===== src/rtl/sam_pkg.sv =====
// ============================================================================
// sam_pkg -- shared states, control-bit map, opcodes and control words.
// Revision: 1.0
// ============================================================================
`default_nettype none

package sam_pkg;

  localparam int CW_W = 22;
  typedef logic [CW_W-1:0] ctrl_word_t;

  localparam logic [7:0] DWELL_MAX = 8'hFF;

  typedef enum logic [3:0] {
    S_RST      = 4'd0,
    S_F_ADDR   = 4'd1,
    S_F_MEM    = 4'd2,
    S_F_LATCH  = 4'd3,
    S_F_IR     = 4'd4,
    S_DEC      = 4'd5,
    S_OP_MEM   = 4'd6,
    S_OP_LATCH = 4'd7,
    S_LD_EX    = 4'd8,
    S_ADD_EX   = 4'd9,
    S_ST_MBR   = 4'd10,
    S_ST_MEM   = 4'd11,
    S_BR_T     = 4'd12
  } state_t;

  // Datapath control-bit positions within b.
  localparam int B_PC_ABUS  = 21;
  localparam int B_IR_ABUS  = 20;
  localparam int B_MBR_IBUS = 19;
  localparam int B_MBR_ALU  = 18;
  localparam int B_AC_ALU   = 17;
  localparam int B_ALU_EN   = 16;
  localparam int B_ALU_ADD  = 15;
  localparam int B_ALU_PASS = 14;
  localparam int B_MEM_EN   = 13;
  localparam int B_MEM_WR   = 12;
  localparam int B_IR_LD    = 11;
  localparam int B_ABUS_MAR = 10;
  localparam int B_MEM_MBR  = 9;
  localparam int B_AC_MBR   = 8;
  localparam int B_AC_LD    = 7;
  localparam int B_PC_CLR   = 6;
  localparam int B_PC_INC   = 5;
  localparam int B_ABUS_PC  = 4;
  localparam int B_MEM_RD   = 3;
  localparam int B_MEM_REQ  = 2;
  localparam int B_MBR_WBUS = 1;
  localparam int B_ALU_RBUS = 0;

  localparam logic [1:0] OP_LOAD  = 2'b00;
  localparam logic [1:0] OP_STORE = 2'b01;
  localparam logic [1:0] OP_ADD   = 2'b10;
  localparam logic [1:0] OP_BRN   = 2'b11;

  localparam ctrl_word_t CW_ONE = 22'd1;

  localparam ctrl_word_t CW_RST      = (CW_ONE << B_PC_CLR);
  localparam ctrl_word_t CW_F_ADDR   = (CW_ONE << B_PC_ABUS) | (CW_ONE << B_ABUS_MAR);
  localparam ctrl_word_t CW_F_MEM    = (CW_ONE << B_MEM_EN) | (CW_ONE << B_MEM_RD)
                                     | (CW_ONE << B_MEM_REQ);
  localparam ctrl_word_t CW_F_LATCH  = (CW_ONE << B_MEM_MBR) | (CW_ONE << B_PC_INC);
  localparam ctrl_word_t CW_F_IR     = (CW_ONE << B_MBR_IBUS) | (CW_ONE << B_IR_LD);
  localparam ctrl_word_t CW_DEC      = (CW_ONE << B_IR_ABUS) | (CW_ONE << B_ABUS_MAR);
  localparam ctrl_word_t CW_OP_MEM   = CW_F_MEM;
  localparam ctrl_word_t CW_OP_LATCH = (CW_ONE << B_MEM_MBR);
  localparam ctrl_word_t CW_LD_EX    = (CW_ONE << B_MBR_ALU) | (CW_ONE << B_ALU_EN)
                                     | (CW_ONE << B_ALU_PASS) | (CW_ONE << B_AC_LD)
                                     | (CW_ONE << B_ALU_RBUS);
  localparam ctrl_word_t CW_ADD_EX   = (CW_ONE << B_MBR_ALU) | (CW_ONE << B_AC_ALU)
                                     | (CW_ONE << B_ALU_EN) | (CW_ONE << B_ALU_ADD)
                                     | (CW_ONE << B_AC_LD) | (CW_ONE << B_ALU_RBUS);
  localparam ctrl_word_t CW_ST_MBR   = (CW_ONE << B_AC_MBR) | (CW_ONE << B_MBR_WBUS);
  localparam ctrl_word_t CW_ST_MEM   = (CW_ONE << B_MEM_EN) | (CW_ONE << B_MEM_WR)
                                     | (CW_ONE << B_MEM_REQ);
  localparam ctrl_word_t CW_BR_T     = (CW_ONE << B_IR_ABUS) | (CW_ONE << B_ABUS_PC);

  function automatic logic is_mem_state(input state_t s);
    return (s == S_F_MEM) || (s == S_OP_MEM) || (s == S_ST_MEM);
  endfunction

endpackage

`default_nettype wire


===== src/rtl/sam_ctrl_rom.sv =====
// ============================================================================
// sam_ctrl_rom -- combinational state-to-control-word lookup.
// Revision: 1.0
// ============================================================================
`default_nettype none

module sam_ctrl_rom
  import sam_pkg::*;
(
  input  state_t     state,
  output ctrl_word_t cw
);

  always_comb begin
    cw = CW_RST;
    case (state)
      S_RST:      cw = CW_RST;
      S_F_ADDR:   cw = CW_F_ADDR;
      S_F_MEM:    cw = CW_F_MEM;
      S_F_LATCH:  cw = CW_F_LATCH;
      S_F_IR:     cw = CW_F_IR;
      S_DEC:      cw = CW_DEC;
      S_OP_MEM:   cw = CW_OP_MEM;
      S_OP_LATCH: cw = CW_OP_LATCH;
      S_LD_EX:    cw = CW_LD_EX;
      S_ADD_EX:   cw = CW_ADD_EX;
      S_ST_MBR:   cw = CW_ST_MBR;
      S_ST_MEM:   cw = CW_ST_MEM;
      S_BR_T:     cw = CW_BR_T;
      default:    cw = CW_RST;
    endcase
  end

endmodule

`default_nettype wire


===== src/rtl/sam_sequencer.sv =====
// ============================================================================
// sam_sequencer -- Moore control sequencer for the SAM datapath.
// Optional wait-timeout abort is built when SAM_SEQ_WAIT_TIMEOUT_EN is defined.
// Revision: 1.0
// ============================================================================
`default_nettype none

module sam_sequencer
  import sam_pkg::*;
#(
  parameter int unsigned TIMEOUT = 255
) (
  input  logic            clk,
  input  logic            rst,
  input  logic            mem_wait,
  input  logic            ir15,
  input  logic            ir14,
  input  logic            ac15,
  output logic [CW_W-1:0] b,
  output logic            instr_done,
  output logic            bus_err
);

  if (TIMEOUT < 2 || TIMEOUT > 255) begin : g_timeout_range_check
    $error("sam_sequencer: TIMEOUT must be in 2..255");
  end

  state_t     state_q, state_d;
  logic       op_add_q, op_add_d;
  logic [7:0] dwell_q, dwell_d;
  ctrl_word_t b_q, b_d;
  logic       instr_done_q, instr_done_d;

  logic       in_mem;
  logic       mem_ready;
  logic       abort;
  logic [1:0] opcode;

  assign opcode = {ir15, ir14};

`ifdef SAM_SEQ_WAIT_TIMEOUT_EN
  localparam logic [7:0] TIMEOUT_LAST = 8'(TIMEOUT - 1);
  logic [7:0] wait_q, wait_d;
  logic       bus_err_q;
`endif

  always_comb begin
    state_d      = state_q;
    op_add_d     = op_add_q;
    dwell_d      = dwell_q;
    abort        = 1'b0;
    instr_done_d = 1'b0;
    in_mem       = is_mem_state(state_q);
    // A memory state lasts at least two cycles; dwell_q is zero in the first.
    mem_ready    = in_mem && (dwell_q != 8'd0) && !mem_wait;

    if (in_mem && (dwell_q != DWELL_MAX)) begin
      dwell_d = dwell_q + 8'd1;
    end

    case (state_q)
      S_RST:      state_d = S_F_ADDR;
      S_F_ADDR:   state_d = S_F_MEM;
      S_F_MEM:    if (mem_ready) state_d = S_F_LATCH;
      S_F_LATCH:  state_d = S_F_IR;
      S_F_IR:     state_d = S_DEC;
      S_DEC: begin
        op_add_d = (opcode == OP_ADD);
        case (opcode)
          OP_LOAD,
          OP_ADD:   state_d = S_OP_MEM;
          OP_STORE: state_d = S_ST_MBR;
          OP_BRN:   state_d = ac15 ? S_BR_T : S_F_ADDR;
          default:  state_d = S_F_ADDR;
        endcase
      end
      S_OP_MEM:   if (mem_ready) state_d = S_OP_LATCH;
      S_OP_LATCH: state_d = op_add_q ? S_ADD_EX : S_LD_EX;
      S_ST_MBR:   state_d = S_ST_MEM;
      S_ST_MEM:   if (mem_ready) state_d = S_F_ADDR;
      default:    state_d = S_F_ADDR;
    endcase

`ifdef SAM_SEQ_WAIT_TIMEOUT_EN
    wait_d = 8'd0;
    if (in_mem && mem_wait) begin
      if (wait_q == TIMEOUT_LAST) begin
        abort   = 1'b1;
        state_d = S_F_ADDR;
      end else begin
        wait_d = wait_q + 8'd1;
      end
    end
    if (state_d != state_q) begin
      wait_d = 8'd0;
    end
`endif

    if (state_d != state_q) begin
      dwell_d = 8'd0;
    end

    // Completion is flagged on the return to fetch, never after RST or an abort.
    if ((state_d == S_F_ADDR) && !abort &&
        (state_q inside {S_LD_EX, S_ADD_EX, S_BR_T, S_DEC, S_ST_MEM})) begin
      instr_done_d = 1'b1;
    end
  end

  sam_ctrl_rom u_ctrl_rom (
    .state (state_d),
    .cw    (b_d)
  );

  always_ff @(posedge clk or posedge rst) begin
    if (rst) begin
      state_q      <= S_RST;
      op_add_q     <= 1'b0;
      dwell_q      <= 8'd0;
      b_q          <= CW_RST;
      instr_done_q <= 1'b0;
    end else begin
      state_q      <= state_d;
      op_add_q     <= op_add_d;
      dwell_q      <= dwell_d;
      b_q          <= b_d;
      instr_done_q <= instr_done_d;
    end
  end

`ifdef SAM_SEQ_WAIT_TIMEOUT_EN
  always_ff @(posedge clk or posedge rst) begin
    if (rst) begin
      wait_q    <= 8'd0;
      bus_err_q <= 1'b0;
    end else begin
      wait_q    <= wait_d;
      bus_err_q <= abort;
    end
  end

  assign bus_err = bus_err_q;
`else
  assign bus_err = 1'b0;
`endif

  assign b          = b_q;
  assign instr_done = instr_done_q;

endmodule

`default_nettype wire


===== config.mk =====
export PLATFORM = sky130hd
export DESIGN_NAME = sam_sequencer
export DESIGN_NICKNAME = d
export VERILOG_FILES = /design/src/rtl/sam_pkg.sv /design/src/rtl/sam_ctrl_rom.sv /design/src/rtl/sam_sequencer.sv
export SDC_FILE = /design/constraint.sdc
export NUM_CORES = 1
export LEC_CHECK = 0
export BUFFER_PORTS_ARGS = -buffer_cell sky130_fd_sc_hd__buf_2
export CAP_MARGIN = 20
export CORE_ASPECT_RATIO = 1.2
export CORE_MARGIN = 4
export CORE_UTILIZATION = 55
export CTS_CLUSTER_SIZE = 24
export DETAILED_ROUTE_END_ITERATION = 10
export PLACE_DENSITY = 0.87
export SLEW_MARGIN = 20
export SYNTH_ARGS = -nofsm -noshare
export SYNTH_HDL_FRONTEND = slang
export SYNTH_HIERARCHICAL = 1
export SYNTH_SLANG_ARGS = --single-unit

===== constraint.sdc =====
create_clock -name clk -period 2.3 [get_ports clk]
set_clock_uncertainty 0.1 [all_clocks]
set_input_delay 0.23 -clock clk [delete_from_list [all_inputs] [get_ports clk]]
set_output_delay 0.23 -clock clk [all_outputs]
set_load 0.03 [all_outputs]

# Yosys cells after proc, flatten, opt, wreduce, memory -nomap -nowiden
# Memories as Yosys holds them, arrays and structs flattened. A register that Yosys moved wholly into a read port is not among the register bits.
# Index checks and enable logic that the tools add are counted.
[word_totals]
ff_bits = 14
mem_bits_ro = 352
inputBits = 6
output_inout_bits = 24
wordCells = 46
mem_count = 1
[memory_table]
columns = ["name", "words", "word_bits", "rd", "rd_clocked_by_memory_dff", "write_ports", "line", "text"]
rows = [
  ["(name not given)", 16, 22, 1, 1, 0, "sam_ctrl_rom.sv:16", "case (state)"],
]
[op_classes]
n_addsub = 1
n_eq_ne = 18
n_mux = 10
n_reduce_logical = 12
[ops]
columns = ["cell", "n"]
rows = [
  ["4-bit one-hot mux with 9 select lines", 1],
  ["4-bit == test (second input constant)", 5],
  ["4-bit by 3-bit == test with 1-bit output (second input constant)", 4],
  ["4-bit two-way mux", 4],
  ["8-bit two-way mux", 2],
  ["4-bit one-hot mux with 3 select lines", 1],
  ["8-bit by 1-bit adder with 8-bit output (second input constant)", 1],
  ["4-bit by 1-bit == test with 1-bit output (second input constant)", 2],
  ["4-bit by 2-bit == test with 1-bit output (second input constant)", 2],
  ["8-bit inequality test (second input constant)", 1],
  ["8-bit nonzero test", 1],
  ["5-bit nonzero test", 1],
  ["2-bit == test (second input constant)", 2],
  ["1-bit logical AND", 4],
  ["4-bit inequality test", 1],
  ["2-bit by 1-bit == test with 1-bit output (second input constant)", 1],
  ["2-bit zero test", 1],
  ["1-bit logical OR", 2],
  ["1-bit two-way mux", 2],
  ["2-bit nonzero test", 1],
  ["2-bit OR reduction", 1],
  ["1-bit zero test", 1],
]

# Logic depth before layout (Yosys ltp)
[logic_depth]
depth_word = 10
mapped_depth = 9
ltp_nobuf = 7

# Hierarchy
# Netlist, hierarchy kept.
[by_module_without_submodules]
columns = ["module", "instances", "cells_per_inst", "area_each_um2", "seq_area_each_um2"]
rows = [
  ["sam_sequencer", 1, 119, 1450.1, 902.1],
  ["sam_ctrl_rom", 1, 33, 205.2, 0.0],
]

# Worst setup path before layout
# OpenSTA, ideal clock, no wires.
[synth_path]
kind = "register to register"
startpoint = "reg state_q[0]"
endpoint = "reg b_q[6], in the netlist b[6]"
setup_ns = 0.079
arrival_ns = 1.879
t_required_ns = 2.121
slack_ns = 0.242
path_stages_with_launch = 8
path_buffers = 2
period_less_slack_ns = 2.058
path_cell_list = "dfrtp_1 buf_2 and4_1 or3_1 a211o_2 buf_2 or4_1 o21ai_0"
[synth_between]
elab_chain_cells = 7
word_cells_on_any_way = 17
classes_between = "eq/ne (9); mux (4); reduce/logical (4)"
[synth_lines]
columns = ["element", "line", "text"]
rows = [
  ["from (decl)", "sam_sequencer.sv:28", "state_t state_q, state_d;"],
  ["from (signal assigned)", "sam_sequencer.sv:123", "state_q <= state_d;"],
  ["4-bit by 2-bit == test with 1-bit output / 4-bit by 3-bit == test with 1-bit output (equally long branches)", "sam_pkg.sv:82, sam_sequencer.sv:61", ""],
  ["1-bit logical OR (2 in a row)", "sam_pkg.sv:82", "return (s == S_F_MEM) || (s == S_OP_MEM) || (s == S_ST_MEM);"],
  ["1-bit logical AND (2 in a row)", "sam_sequencer.sv:55", "mem_ready = in_mem && (dwell_q != 8'd0) && !mem_wait;"],
  ["4-bit two-way mux (on tied branches)", "sam_sequencer.sv:80, sam_sequencer.sv:64, sam_sequencer.sv:77", ""],
  ["4-bit one-hot mux with 9 select lines *", "sam_sequencer.sv:61", "case (state_q)"],
  ["net state_d[0]", "sam_sequencer.sv:28", ""],
  ["to (decl)", "sam_sequencer.sv:31", "ctrl_word_t b_q, b_d;"],
]
# The timed path passes the listed nets; every way through them passes the cells marked *.
# A chain may end at the register's enable or synchronous reset.

# Final worst setup path
[layout_path]
startpoint = "reg dwell_q[0]"
endpoint = "reg b_q[6], in the netlist b[6]"
[layout_between]
elab_chain_cells = 5
word_cells_on_any_way = 7
classes_between = "mux (4); reduce/logical (3)"
[layout_lines]
columns = ["element", "line", "text"]
rows = [
  ["from (decl)", "sam_sequencer.sv:30", "logic [7:0] dwell_q, dwell_d;"],
  ["from (signal assigned)", "sam_sequencer.sv:125", "dwell_q <= dwell_d;"],
  ["8-bit nonzero test *", "sam_sequencer.sv:55", ""],
  ["1-bit logical AND * (2 in a row)", "sam_sequencer.sv:55", ""],
  ["4-bit two-way mux (on tied branches)", "sam_sequencer.sv:80, sam_sequencer.sv:64, sam_sequencer.sv:77", ""],
  ["4-bit one-hot mux with 9 select lines *", "sam_sequencer.sv:61", ""],
  ["net state_d[3]", "sam_sequencer.sv:28", ""],
]
# Marks and branches as above.

==> metrics.cfg <==
[placed_design]
dp_hpwl_um = 2310
port_buffers = 28
place_congestion = 0.769

[setup_path]
worst_setup_path_start_kind = flip-flop
crit_fanout = 7
critPathRequiredTime_ps = 2470
crit_type = reg2reg
cp-end-kind = flip-flop
arrival_ps = 2320

[hold_path]
hp-class = in2reg

[floorplanning]
coreArea_mm2 = 0.00284
die-area_mm2 = 0.00395
chipWidth_um = 58.1
initial_core_util = 0.583
row_count = 21
die_y_um = 68.1
io_pins = 30

[cts]
post_cts_buffers = 0
clk_path_buf_depth = 2
cts_tree = yes
numCtsBuffers = 5
h-tree-depth = 2
clk_latency_ps = 330
cts_sinks = 36
clkTransAtPathRegs_ps = 110
cts_root_buffer = clkbuf_4

[job]
cap_violations = 0

[synth]
synth_top_area_share = 0.529
synth_top_family_by_area = simple AND/OR/NAND/NOR gates
yosys.area_share.simple = 0.233
syn_inst = 152
synthMuxAreaShare = 0.00605
syn-cell-area_mm2 = 0.00166
ys_warn_count = 6
synthTopCellsByCount = 35 x dfrtp_1, 17 x nor2_1, 9 x buf_4
synth_fa_ha_area_frac = 0.0151
synth_cell_type_count = 43
synthArstFlopShare = 1.00
synth-xor-area-share = 0.0159
syn_nets = 160
yosysSeqAreaShare = 0.545
yosys_register_bits = 36
yosysTopAreaCell = dfrtp_1
syn_area_per_cell_um2 = 10.9
synth_ff_type = dfrtp_1
synth_edf_count = 0
yosysMostFrequentCell = dfrtp_1
synth_compound_gate_area_share = 0.101
synthTopCellsByArea = dfrtp_1 53%, buf_4 4.1%, nor2_1 3.9%

[global_routing]
grt_pass1_vias = 1131
track_usage = 0.174
grt_pass1_wl_um = 5130
grt_start_max_net_pins = 37
grt_antenna_before_repair = 0
overflow = 0

[timing]
tns_ps = 0
finalHoldViolCount = 0
fmax_mhz = 464
drv_slew = 0
worst_pin_slew_ps = 606
setup_viol = 0
rsz0062_at_grt = false
finalCritPeriodShare = 0.936
post-route-min-period_ps = 2150
slew_headroom = 0.596
hold_slack_ps = 37.8

[power]
p_seq_frac = 0.392
leakagePower_uw = 0.000896
power.internal_uw = 1330
swShare = 0.434
power_frac_comb = 0.460
irDropWorstVdd_mv = 0.904
switchingPower_uw = 1020
power.density_mw_per_mm2 = 1260
p_clk_frac = 0.148

[status]
status = finished, final reports clean

[routing]
ant_nets = 0
viasPerCell = 5.67
drtIter0Drc = 73
routed-via-count = 1202
dr.pass1.iters = 4
finalWirelength_um = 3160
drc = 0
routedWlPerCell_um = 14.9

[final_layout]
layout-drive-gt1-share = 0.309
antenna-diode-count = 0
nets = 185
syn2layout_area_growth_pct = 12.2

## layout make-up
class,count,area (µm²)
fill,225,980
clock buffer,7,55.1
clock inverter,1,7.51
multi-input combinational,94,641
tap,34,42.5
timing repair buffer,34,188
inverter,6,22.5
sequential,36,902
## layout by cell type, fill, tap and decap left out, types with 2 or more instances in the layout
master	count
dfrtp_1	35
a21oi_1	4
buf_2	28
nor3b_1	4
a211oi_1	3
nand2_1	6
o21ai_0	4
nor3_2	3
and3b_1	2
nor2_1	17
and4_1	2
nand3_1	3
inv_1	6
nand3b_1	3
nand4_1	2
clkbuf_4	5
buf_4	5
o22ai_2	2
xnor2_1	3
nand2b_1	5
ha_1	2
nor3_1	5
or3_1	2
a21oi_2	2
nor2b_1	3
## power groups by stage
stage | logic, µW | clock network, µW | registers [µW]
floorplan | 669 | 0 | 1120
global placement | 1010 | 0 | 912
detailed placement | 1050 | 0 | 924
CTS | 1050 | 358 | 914
global route | 1190 | 385 | 940
finish | 1080 | 347 | 917
## metrics by stage
step            util  cells  setup WS, ps  instance area (µm²)  power (µW)
3_5_place_dp   0.621    203          92.7                 1760        1970
3_3_place_gp   0.621    203           184                 1760        1920
6_report       0.655    212           147                 1860        2340
5_1_grt        0.655    212          22.9                 1860        2520
4_1_cts        0.647    212          57.8                 1840        2320
2_1_floorplan      -    152           242                 1660        1790
## flip-flops by register name (all words and copies together) (netlist names)
signal      count
instr_done      1
dwell_q         8
state_q         4
b              22
op_add_q        1
## critical path, stage by stage (launching register included)
cell	delay (ps)
dfrtp_1	420
inv_1	60
ha_1	180
nor3b_2	170
a21oi_2	220
o22ai_2	180
buf_4	190
or4_1	480
o21ai_0	80
## timing repair
action,CTS,global route
setup endpoints to repair,0,15
hold buffers,1,0
resized for setup,0,4
hold endpoints to repair,35,0
## layer usage
layer / wire (µm) / up-vias / GRT usage
li1: - / 571 / -
met1: 1260 / 591 / 0.194
met2: 1700 / 33 / 0.294
met3: 138 / 7 / 0.0604
met4: 61 / 0 / 0.0928
met5: 0 / - / 0
## path summary, 6_finish.rpt
kind / slack, ps / start / cells after the start / end
worst max-delay path: 150 / dwell_q[0]$_DFFE_PP0P_ / 8 / b[6]$_DFF_PP1_
worst min-delay path: 40 / ir14 / 2 / op_add_q$_DFFE_PP0P_
worst max register to register: 150 / dwell_q[0]$_DFFE_PP0P_ / 8 / b[6]$_DFF_PP1_
worst min register to register: 420 / op_add_q$_DFFE_PP0P_ / 2 / op_add_q$_DFFE_PP0P_
max in group asynchronous: 1350 / rst / 4 / b[6]$_DFF_PP1_
min in group asynchronous: 420 / rst / 4 / b[3]$_DFF_PP0_
## cells by family (layout without fill, tap and decap cells)
kind of cell | Yosys count | after routing
AND/OR/NAND/NOR | 63 | 63
adder cells (fa/ha/maj) | 2 | 2
AO/OA/AOI/OAI | 24 | 24
other | 1 | 1
XOR/XNOR | 3 | 3
multiplexers | 1 | 1
flip-flops | 36 | 36
buffers and inverters | 22 | 48
Note: power is estimated with default switching activity, not from simulation.
